[config.mk]
export PLATFORM = sky130hd
export DESIGN_NAME = key_event_sequencer
export DESIGN_NICKNAME = d
export VERILOG_FILES = /design/src/rtl/key_event_sequencer.sv
export SDC_FILE = /design/constraint.sdc
export NUM_CORES = 1
export LEC_CHECK = 0
export ABC_AREA = 1
export CORE_MARGIN = 2
export CORE_UTILIZATION = 51
export CTS_BUF_LIST = sky130_fd_sc_hd__clkbuf_8
export CTS_CLUSTER_DIAMETER = 120
export CTS_CLUSTER_SIZE = 16
export DETAILED_ROUTE_END_ITERATION = 10
export GPL_ROUTABILITY_DRIVEN = 0
export PLACE_DENSITY = 0.8
export SLEW_MARGIN = 20
export SYNTH_ARGS = -nofsm -noshare
export SYNTH_HDL_FRONTEND = slang
export SYNTH_SLANG_ARGS = --single-unit
[constraint.sdc]
create_clock -name clk -period 2.2 [get_ports clk]
set_input_delay 0.22 -clock clk [delete_from_list [all_inputs] [get_ports clk]]
set_output_delay 0.22 -clock clk [all_outputs]
set_load 0.1 [all_outputs]
[src/rtl/key_event_sequencer.sv]
// ============================================================================
// Module   : key_event_sequencer
// Purpose  : PS/2 set-2 make/break/extended parser feeding a last-pressed-
//            priority key stack; drives a monophonic scan code to the mapper.
//            Optional idle auto-release is enabled by defining KEY_TIMEOUT_EN.
// Revision : 1.0 - initial release
// ============================================================================
`default_nettype none

module key_event_sequencer #(
    parameter int DEPTH          = 4,
    parameter int TIMEOUT_CYCLES = 50000000
) (
    input  logic       clk,
    input  logic       rst_n,
    input  logic [7:0] rx_data,
    input  logic       rx_valid,
    output logic [7:0] key_code,
    output logic       key_active,
    output logic       note_change,
    output logic [2:0] stack_count,
    output logic       overflow
);

    localparam logic [7:0] C_BREAK = 8'hF0;
    localparam logic [7:0] C_EXT   = 8'hE0;
    localparam logic [7:0] C_SPACE = 8'h29;
    localparam logic [2:0] C_DEPTH = 3'(DEPTH);

    typedef enum logic [1:0] {
        S_IDLE      = 2'd0,
        S_EXT       = 2'd1,
        S_BREAK     = 2'd2,
        S_EXT_BREAK = 2'd3
    } state_t;

    state_t     r_state;
    logic [7:0] r_stack [DEPTH];
    logic [2:0] r_count;
    logic       r_ovf_pend;

    logic       w_ignore;
    logic       w_make;
    logic       w_break;
    logic       w_hit;
    logic [2:0] w_hit_idx;
    logic [7:0] w_top;
    logic       w_full;
    logic       w_timeout;

    assign w_top  = (r_count != 3'd0) ? r_stack[0] : 8'h00;
    assign w_full = (r_count == C_DEPTH);

    always_comb begin
        w_ignore = rx_data inside {8'hFA, 8'hAA, 8'hEE, 8'hFE, 8'h00, 8'hFF};
        w_make   = 1'b0;
        w_break  = 1'b0;
        if (rx_valid && !w_ignore) begin
            case (r_state)
                S_IDLE:  w_make  = (rx_data != C_BREAK) && (rx_data != C_EXT);
                S_EXT:   w_make  = (rx_data != C_BREAK);
                default: w_break = 1'b1;
            endcase
        end
    end

    // Codes are unique in the stack, so at most one live slot can match.
    always_comb begin
        w_hit     = 1'b0;
        w_hit_idx = 3'd0;
        for (int i = 0; i < DEPTH; i++) begin
            if (!w_hit && (3'(i) < r_count) && (r_stack[i] == rx_data)) begin
                w_hit     = 1'b1;
                w_hit_idx = 3'(i);
            end
        end
    end

`ifdef KEY_TIMEOUT_EN
    localparam int TW = (TIMEOUT_CYCLES > 1) ? $clog2(TIMEOUT_CYCLES) : 1;

    logic [TW-1:0] r_idle_cnt;

    assign w_timeout = !rx_valid && (r_count != 3'd0) &&
                       (r_idle_cnt == TW'(TIMEOUT_CYCLES - 1));

    always_ff @(posedge clk or negedge rst_n) begin
        if (!rst_n) begin
            r_idle_cnt <= '0;
        end else if (rx_valid || (r_count == 3'd0) || w_timeout) begin
            r_idle_cnt <= '0;
        end else begin
            r_idle_cnt <= r_idle_cnt + 1'b1;
        end
    end
`else
    assign w_timeout = 1'b0;
`endif

    always_ff @(posedge clk or negedge rst_n) begin
        if (!rst_n) begin
            r_state     <= S_IDLE;
            r_count     <= 3'd0;
            r_ovf_pend  <= 1'b0;
            key_code    <= 8'h00;
            key_active  <= 1'b0;
            note_change <= 1'b0;
            stack_count <= 3'd0;
            overflow    <= 1'b0;
            for (int i = 0; i < DEPTH; i++) begin
                r_stack[i] <= 8'h00;
            end
        end else begin
            r_ovf_pend <= 1'b0;

            if (rx_valid) begin
                if (w_ignore) begin
                    r_state <= S_IDLE;
                end else begin
                    case (r_state)
                        S_IDLE: begin
                            if (rx_data == C_BREAK)    r_state <= S_BREAK;
                            else if (rx_data == C_EXT) r_state <= S_EXT;
                            else                       r_state <= S_IDLE;
                        end
                        S_EXT: begin
                            if (rx_data == C_BREAK) r_state <= S_EXT_BREAK;
                            else                    r_state <= S_IDLE;
                        end
                        default: r_state <= S_IDLE;
                    endcase
                end
            end

            // Slots at or beyond r_count are kept at zero so shifts stay clean.
            if (w_timeout || (w_make && (rx_data == C_SPACE))) begin
                r_count <= 3'd0;
                for (int i = 0; i < DEPTH; i++) begin
                    r_stack[i] <= 8'h00;
                end
            end else if (w_make && !w_hit) begin
                for (int i = 1; i < DEPTH; i++) begin
                    r_stack[i] <= r_stack[i-1];
                end
                r_stack[0] <= rx_data;
                if (w_full) r_ovf_pend <= 1'b1;
                else        r_count    <= r_count + 3'd1;
            end else if (w_break && w_hit && (rx_data != C_SPACE)) begin
                for (int i = 0; i < DEPTH - 1; i++) begin
                    if (3'(i) >= w_hit_idx) r_stack[i] <= r_stack[i+1];
                end
                r_stack[DEPTH-1] <= 8'h00;
                r_count          <= r_count - 3'd1;
            end

            key_code    <= w_top;
            key_active  <= (r_count != 3'd0);
            stack_count <= r_count;
            note_change <= (w_top != key_code);
            overflow    <= r_ovf_pend;
        end
    end

endmodule

`default_nettype wire

==> results.tsv, run 1 <==
stage	metric	value	unit
layout	mostFrequentLayoutCells	178 x nand2_1, 62 x buf_4, 51 x dfrtp_1, 48 x inv_1, 40 x nand3_1	
sta	min_period_over_period	0.946	
routing	via_per_inst	5.41	
layout	multiInputGateArea	1740	um2
clock_tree	tritoncts	yes	
critical_path	worstPathRequired	2400	ps
floorplan	chipHeight	85.6	um
clock_tree	clkTransAtPathRegs	90	ps
routing	first_pass_iters	5	
critical_path	worst_setup_path_end_kind	register	
place	detailedPlace.worstSlack	-160	ps
floorplan	floorplan.initialDensity	0.531	
grt	grt.overflow.total	0	
critical_path	r2r-start	r_count[2]	
critical_path	timing.critical_path.cells	clkdlybuf4s50_1 -> buf_4 -> nor2_1 -> nand2_1 -> nor2_2 -> nand2_2 -> nand3_4 -> nor2_8 -> nand2_4 -> inv_1 -> nor2_1 -> nand2_1 -> nand2_4 -> inv_2 -> nand2_1 -> nand2_1	
grt	grt_start_max_net_pins	39	
clock_tree	clk_path_buf_depth	2	
routing	number_of_nets_with_antenna_violations_after_detailed_routing	0	
clock_tree	htree_num_levels	2	
critical_path	reg2reg_depth	11	
floorplan	design.portCount	25	
power	power.density	1040	nW/um2
routing	detail_route.wl_per_cell	15.0	um
routing	drt_drc	0	
synth	avgSynthCellArea	7.10	um2
critical_path	critPathMaxFanout	11	
layout	antenna_cells_inserted	0	
power	power.static_leakage	2.27	nW
synth	synthesis.instances	478	
critical_path	critPathLaunch	rx_data[1]	
synth	synth_largest_type_area_fraction	0.384	
clock_tree	cts.root.buffer_cell	clkbuf_8	
floorplan	dieWidth	85.6	um
power	total_switching_power	2.09	mW
power	seq_power_share	0.347	
sta	relative_max_transition_margin	0.434	
grt	antenna_found_initial	0	
synth	syn-cell-area	3390	um2
synth	yosys.area.top_type	dfrtp_1	
power	power_switching_share	0.483	
hold_path	hold_path.class	primary input to asynchronous set/reset pin	
power	ir_worst_vdd	0.923	mV
synth	mappedNetlistNets	493	
sta	finalCriticalPeriod	2080	ps
power	power_frac_clock	0.150	
critical_path	critPathLaunchType	primary input	
layout	fin_nets	561	
grt	grt_first_pass_wirelength	15.4	mm
power	power_frac_comb	0.503	
routing	dr.first_iter.drc_count	468	
critical_path	worstPathArrival	2280	ps
layout	end_of_flow_core_utilization	0.649	
sta	setup-violations-final	0	
critical_path	regToRegSetupSlack	120	ps
critical_path	cpPeakStageDelay	390	ps
power	power_after_layout	4.32	mW
critical_path	crit_top_cell	nand2_1	
layout	sequential_cell_area	1300	um2
floorplan	fp.coreArea	6390	um2
critical_path	critPathCapture	r_count[1]	
synth	synth-edff-count	0	
synth	yosys_register_bits	52	
layout	nFillCells	557	
synth	postSynth.asyncResetShare	1.00	
run_status	run_status	finished, final reports clean	
routing	route.final.wire_length	9.36	mm
place	portBuffers	24	
synth	yosys_most_used_dff	dfrtp_1	
critical_path	crit_type	primary input to register	
sta	setup_slack	118	ps
synth	synth_seq_area_share	0.384	
grt	grt_pass1_vias	3153	
power	p_int	2.23	mW
sta	maxSlewViolCount	0	
routing	via_count_of_the_routed_design	3375	
synth	yosysWarnings	0	
layout	drive_above_1_share	0.201	
clock_tree	clock_sinks	52	
clock_tree	clock_buffers_created_by_tritoncts	5	
critical_path	crit-reg2reg-capture	r_stack[25]	
clock_tree	insertion_delay	310	ps
layout	mostFrequentLayoutCell	nand2_1	
layout	flow.area_growth_from_synthesis	22.2	%
sta	max_freq	480	MHz
synth	synth_area_leaders	dfrtp_1 38%, nand2_1 20%, nand3_1 5.9%, inv_1 5.4%, nor2_1 4.2%	
place	post-dp-hpwl	7.11	mm
floorplan	floorplan.rows	29	
grt	track_usage	0.265	
floorplan	dieArea	7320	um2
sta	worst_clock_skew_on_the_final_layout	6.07	ps
run	drv.max_cap_violation_count	0	
sta	max_slew.worst_pin.slew	849	ps
sta	timing_hold_violations_final	0	
critical_path	worst_path_max_delay_cell	clkdlybuf4s50_1	
synth	synth_cell_types	30	
sta	timing.setup.tns	0	ps
## stage by stage
stage	instance area, um2	hold WS (ps)	std cells
floorplan	3390	-75.6	478
global placement	3950	336	611
detailed placement	3950	358	611
CTS	4060	28.3	619
global route	4140	75.2	624
finish	4140	10.4	624
## routing by layer
layer,vias up,global-route usage,share of wire
met5,-,0,0
met4,0,0.101,0.037
met2,191,0.428,0.46
met1,1526,0.365,0.42
met3,33,0.0375,0.085
li1,1625,-,-
## synth_stat cells (3+ instances only)
| library cell | n |
|---|---|
| inv_2 | 12 |
| buf_6 | 5 |
| o21ai_1 | 21 |
| nand3_4 | 4 |
| o21ai_0 | 11 |
| nand4_1 | 5 |
| nor2_1 | 38 |
| nand3_1 | 40 |
| nand2_1 | 178 |
| nor2_2 | 3 |
| inv_1 | 49 |
| dfrtp_1 | 52 |
| nand2_2 | 4 |
| xnor2_1 | 11 |
| buf_4 | 5 |
| a21oi_1 | 3 |
| xor2_1 | 8 |
| ha_1 | 4 |
| buf_2 | 4 |
| o22ai_1 | 8 |
## state kept, by name, indices dropped and copies added (netlist names)
name	cells
key_code	8
key_active	1
note_change	1
r_state	2
overflow	1
stack_count	3
r_stack	32
r_count	3
r_ovf_pend	1
## power groups by stage
stage,Sequential (mW),Combinational [mW],Clock (mW)
6_report,1.50,2.17,0.649
5_1_grt,1.52,2.36,0.699
3_3_place_gp,1.49,2.05,0
4_1_cts,1.49,2.11,0.660
3_5_place_dp,1.51,2.10,0
2_1_floorplan,2.06,0.953,0
## layout make-up
type                       instances  area share
multi-input combinational        349       0.421
sequential                        52       0.314
timing repair buffer              76       0.157
inverter                          62      0.0577
tap                               77      0.0232
clock buffer                       5      0.0166
clock inverter                     3      0.0103
## worst min path at each step
stage / startpoint / slack [ps] / end / cells after the start
after floorplan: rst_n / -80 / key_active / 0
after global placement: r_ovf_pend / 340 / overflow / 0
after detailed placement: rst_n / 360 / note_change / 1
after CTS: rst_n / 30 / note_change / 1
after global routing: rst_n / 80 / note_change / 1
final: rst_n / 10 / note_change / 1
## kinds of logic after synthesis
kind of cell | count (synthesis) | share of synthesized area
compound gates | 44 | 0.0686
xor+xnor | 19 | 0.0491
fa+ha+maj | 4 | 0.0148
buf+inv | 77 | 0.107
flops | 52 | 0.384
simple gates | 282 | 0.377
## repair_timing
action,4_1_cts,5_1_grt
buffers inserted,0,4
gates resized for setup,0,9
hold buffers,0,0
setup endpoints to repair,0,32
## critical path, delay by kind of cell
kind / cells / cell delay [ps]
simple gates: 12 / 1340
buf+inv: 4 / 710
Note: power is estimated with default switching activity, not from simulation.
==> run 2, diff against run 1 <==
- CORE_MARGIN: 2 -> default
==> results.tsv, run 2 (synthesis gave the netlist of run 1 again) <==
stage	metric	value	unit	change
run_status	run_status	complete, but fails checks		was finished, final reports clean
run_status	failed_checks	hold timing		
place	placedInstanceArea	3930	um2	was 3950 um2
floorplan	design.portCount	25		unchanged
clock_tree	clkTransAtPathRegs	90	ps	about the same
routing	number_of_nets_with_antenna_violations_after_detailed_routing	0		unchanged
sta	worst_clock_skew_on_the_final_layout	4.76	ps	was 6.07 ps
place	post-place-cells	608		was 611
power	power.density	1060	nW/um2	was 1040 nW/um2
layout	mostFrequentLayoutCell	nand2_1		unchanged
critical_path	worstPathArrival	2310	ps	was 2280 ps
layout	post-route-cell-area	4070	um2	was 4140 um2
grt	antenna_found_initial	0		unchanged
layout	mostFrequentLayoutCells	177 x nand2_1, 55 x buf_4, 50 x dfrtp_1, 48 x inv_1, 40 x nand3_1		was 178 x nand2_1, 62 x buf_4, 51 x dfrtp_1, 48 x inv_1, 40 x nand3_1
grt	grt_pass1_vias	3266		was 3153
clock_tree	clock_buffers_created_by_tritoncts	5		unchanged
grt	track_usage	0.284		was 0.265
routing	route.final.wire_length	9.38	mm	was 9.36 mm
sta	max_freq	486	MHz	was 480 MHz
sta	whs	-24.4	ps	was 10.4 ps
floorplan	dieArea	6980	um2	was 7320 um2
layout	max_flop_register	r_stack		unchanged
run	drv.max_cap_violation_count	0		unchanged
sta	finalCriticalPeriod	2060	ps	was 2080 ps
hold_path	hold_path.class	primary input to asynchronous set/reset pin		unchanged
sta	maxSlewViolCount	0		unchanged
clock_tree	htree_num_levels	2		unchanged
layout	flow.area_growth_from_synthesis	20.1	%	was 22.2%
layout	fin_cells	617		was 624
power	ir_worst_vdd	0.815	mV	was 0.923 mV
critical_path	worstPathRequired	2450	ps	was 2400 ps
clock_tree	clock_sinks	52		unchanged
critical_path	worst_setup_path_end_kind	register		unchanged
floorplan	fp.coreArea	6390	um2	unchanged
clock_tree	tritoncts	yes		unchanged
routing	via_per_inst	5.49		was 5.41
layout	end_of_flow_core_utilization	0.638		was 0.649
critical_path	critPathMaxFanout	17		was 11
layout	fin_nets	554		was 561
place	detailedPlace.worstSlack	-154	ps	was -160 ps
routing	first_pass_iters	6		was 5
sta	setup_slack	142	ps	was 118 ps
sta	max_slew.worst_pin.slew	777	ps	was 849 ps
layout	antenna_cells_inserted	0		unchanged
grt	grt_start_max_net_pins	35		was 39
grt	grt_first_pass_wirelength	15.6	mm	was 15.4 mm
floorplan	floorplan.rows	29		unchanged
layout	largest_register_ff_count	32		unchanged
sta	timing_hold_violations_final	32		was 0
routing	dr.first_iter.drc_count	389		was 468
sta	relative_max_transition_margin	0.482		was 0.434
clock_tree	cts.root.buffer_cell	clkbuf_8		unchanged
layout	largest_registers	r_stack: 32 flops, key_code: 8 flops		unchanged
routing	detail_route.wl_per_cell	15.2	um	was 15.0 um
floorplan	floorplan.initialDensity	0.531		unchanged
sta	setup-violations-final	0		unchanged
layout	drive_above_1_share	0.194		was 0.201
critical_path	critPathLaunchType	primary input		unchanged
sta	rsz_0062_raised_after_global_routing	no		
grt	grt.overflow.total	0		unchanged
place	portBuffers	24		unchanged
clock_tree	number_of_hold_buffers_added_after_cts	0		unchanged
routing	drt_drc	0		unchanged
clock_tree	clk_path_buf_depth	2		unchanged
critical_path	crit_type	primary input to register		unchanged
sta	min_period_over_period	0.935		was 0.946
clock_tree	insertion_delay	310	ps	about the same
place	post-dp-hpwl	7.30	mm	was 7.11 mm
power	power.static_leakage	2.23	nW	was 2.27 nW
floorplan	chipHeight	83.6	um	was 85.6 um
floorplan	dieWidth	83.6	um	was 85.6 um
routing	via_count_of_the_routed_design	3387		was 3375
## run 2: cell types whose count changed in the layout (fill, tap and decap cells not counted), sizes merged
cell           delta
buf               -7
clkdlybuf4s50     +1
dlymetal6s2s      -1
## run 2: path summary, 6_finish.rpt
check,start,endpoint,slack [ps],cells after the start
worst max-delay path,rx_data[7],r_stack[26],140,14
worst min-delay path,rst_n,key_code[2],-20,1
worst max register to register,r_count[0],r_stack[9],150,13
worst min register to register,r_ovf_pend,overflow,370,0
max in group asynchronous,rst_n,r_count[0],1480,2
min in group clk,r_ovf_pend,overflow,370,0
## run 2: layer usage
layer / wire (um) / up-vias / share of wire / GRT usage
met2: 4240 / 204 / 0.45 / 0.461
met4: 501 / 0 / 0.053 / 0.153
met1: 3870 / 1520 / 0.41 / 0.359
met3: 765 / 54 / 0.082 / 0.0514
met5: 0 / - / 0 / 0
li1: - / 1609 / - / -
## run 2: power breakdown
| group | switching (mW) | internal (mW) | total [mW] |
|---|---|---|---|
| Combinational | 1.49 | 0.668 | 2.16 |
| Clock | 0.317 | 0.337 | 0.654 |
| Sequential | 0.286 | 1.22 | 1.51 |
| Total | 2.09 | 2.22 | 4.32 |
## run 2: timing repair
item | 4_1_cts | 5_1_grt
setup endpoints to repair | 0 | 27
endpoints found under the hold margin | 0 | 0
gates resized for setup | 0 | 6
buffers inserted | 0 | 0
## run 2: critical path, stage by stage
cell	delay, ps
clkdlybuf4s50_1	570
buf_4	180
nor2_1	60
nand3_1	60
nand2_1	80
nand3_2	100
nand2_4	80
nor2_8	130
nand4_4	160
buf_12	190
buf_12	140
o21ai_1	180
nand3_1	90
nand2_1	70
## run 2: per-stage QoR
step,hold WS (ps),total power [mW],setup TNS (ps)
finish,-24.4,4.32,0
global route,26.0,4.59,0
CTS,4.97,4.29,0
detailed placement,344,3.63,-3220
global placement,333,3.57,-1630
floorplan,-75.6,3.02,0
## run 2: layout make-up
| type | instances | area (um2) |
|---|---|---|
| multi-input cells | 349 | 1730 |
| inverters | 62 | 236 |
| fillers | 550 | 2310 |
| repair buffers | 69 | 596 |
| clock inverters | 3 | 42.5 |
| well taps | 77 | 96.3 |
| clock buffers | 5 | 68.8 |
| flip-flops and latches | 52 | 1300 |
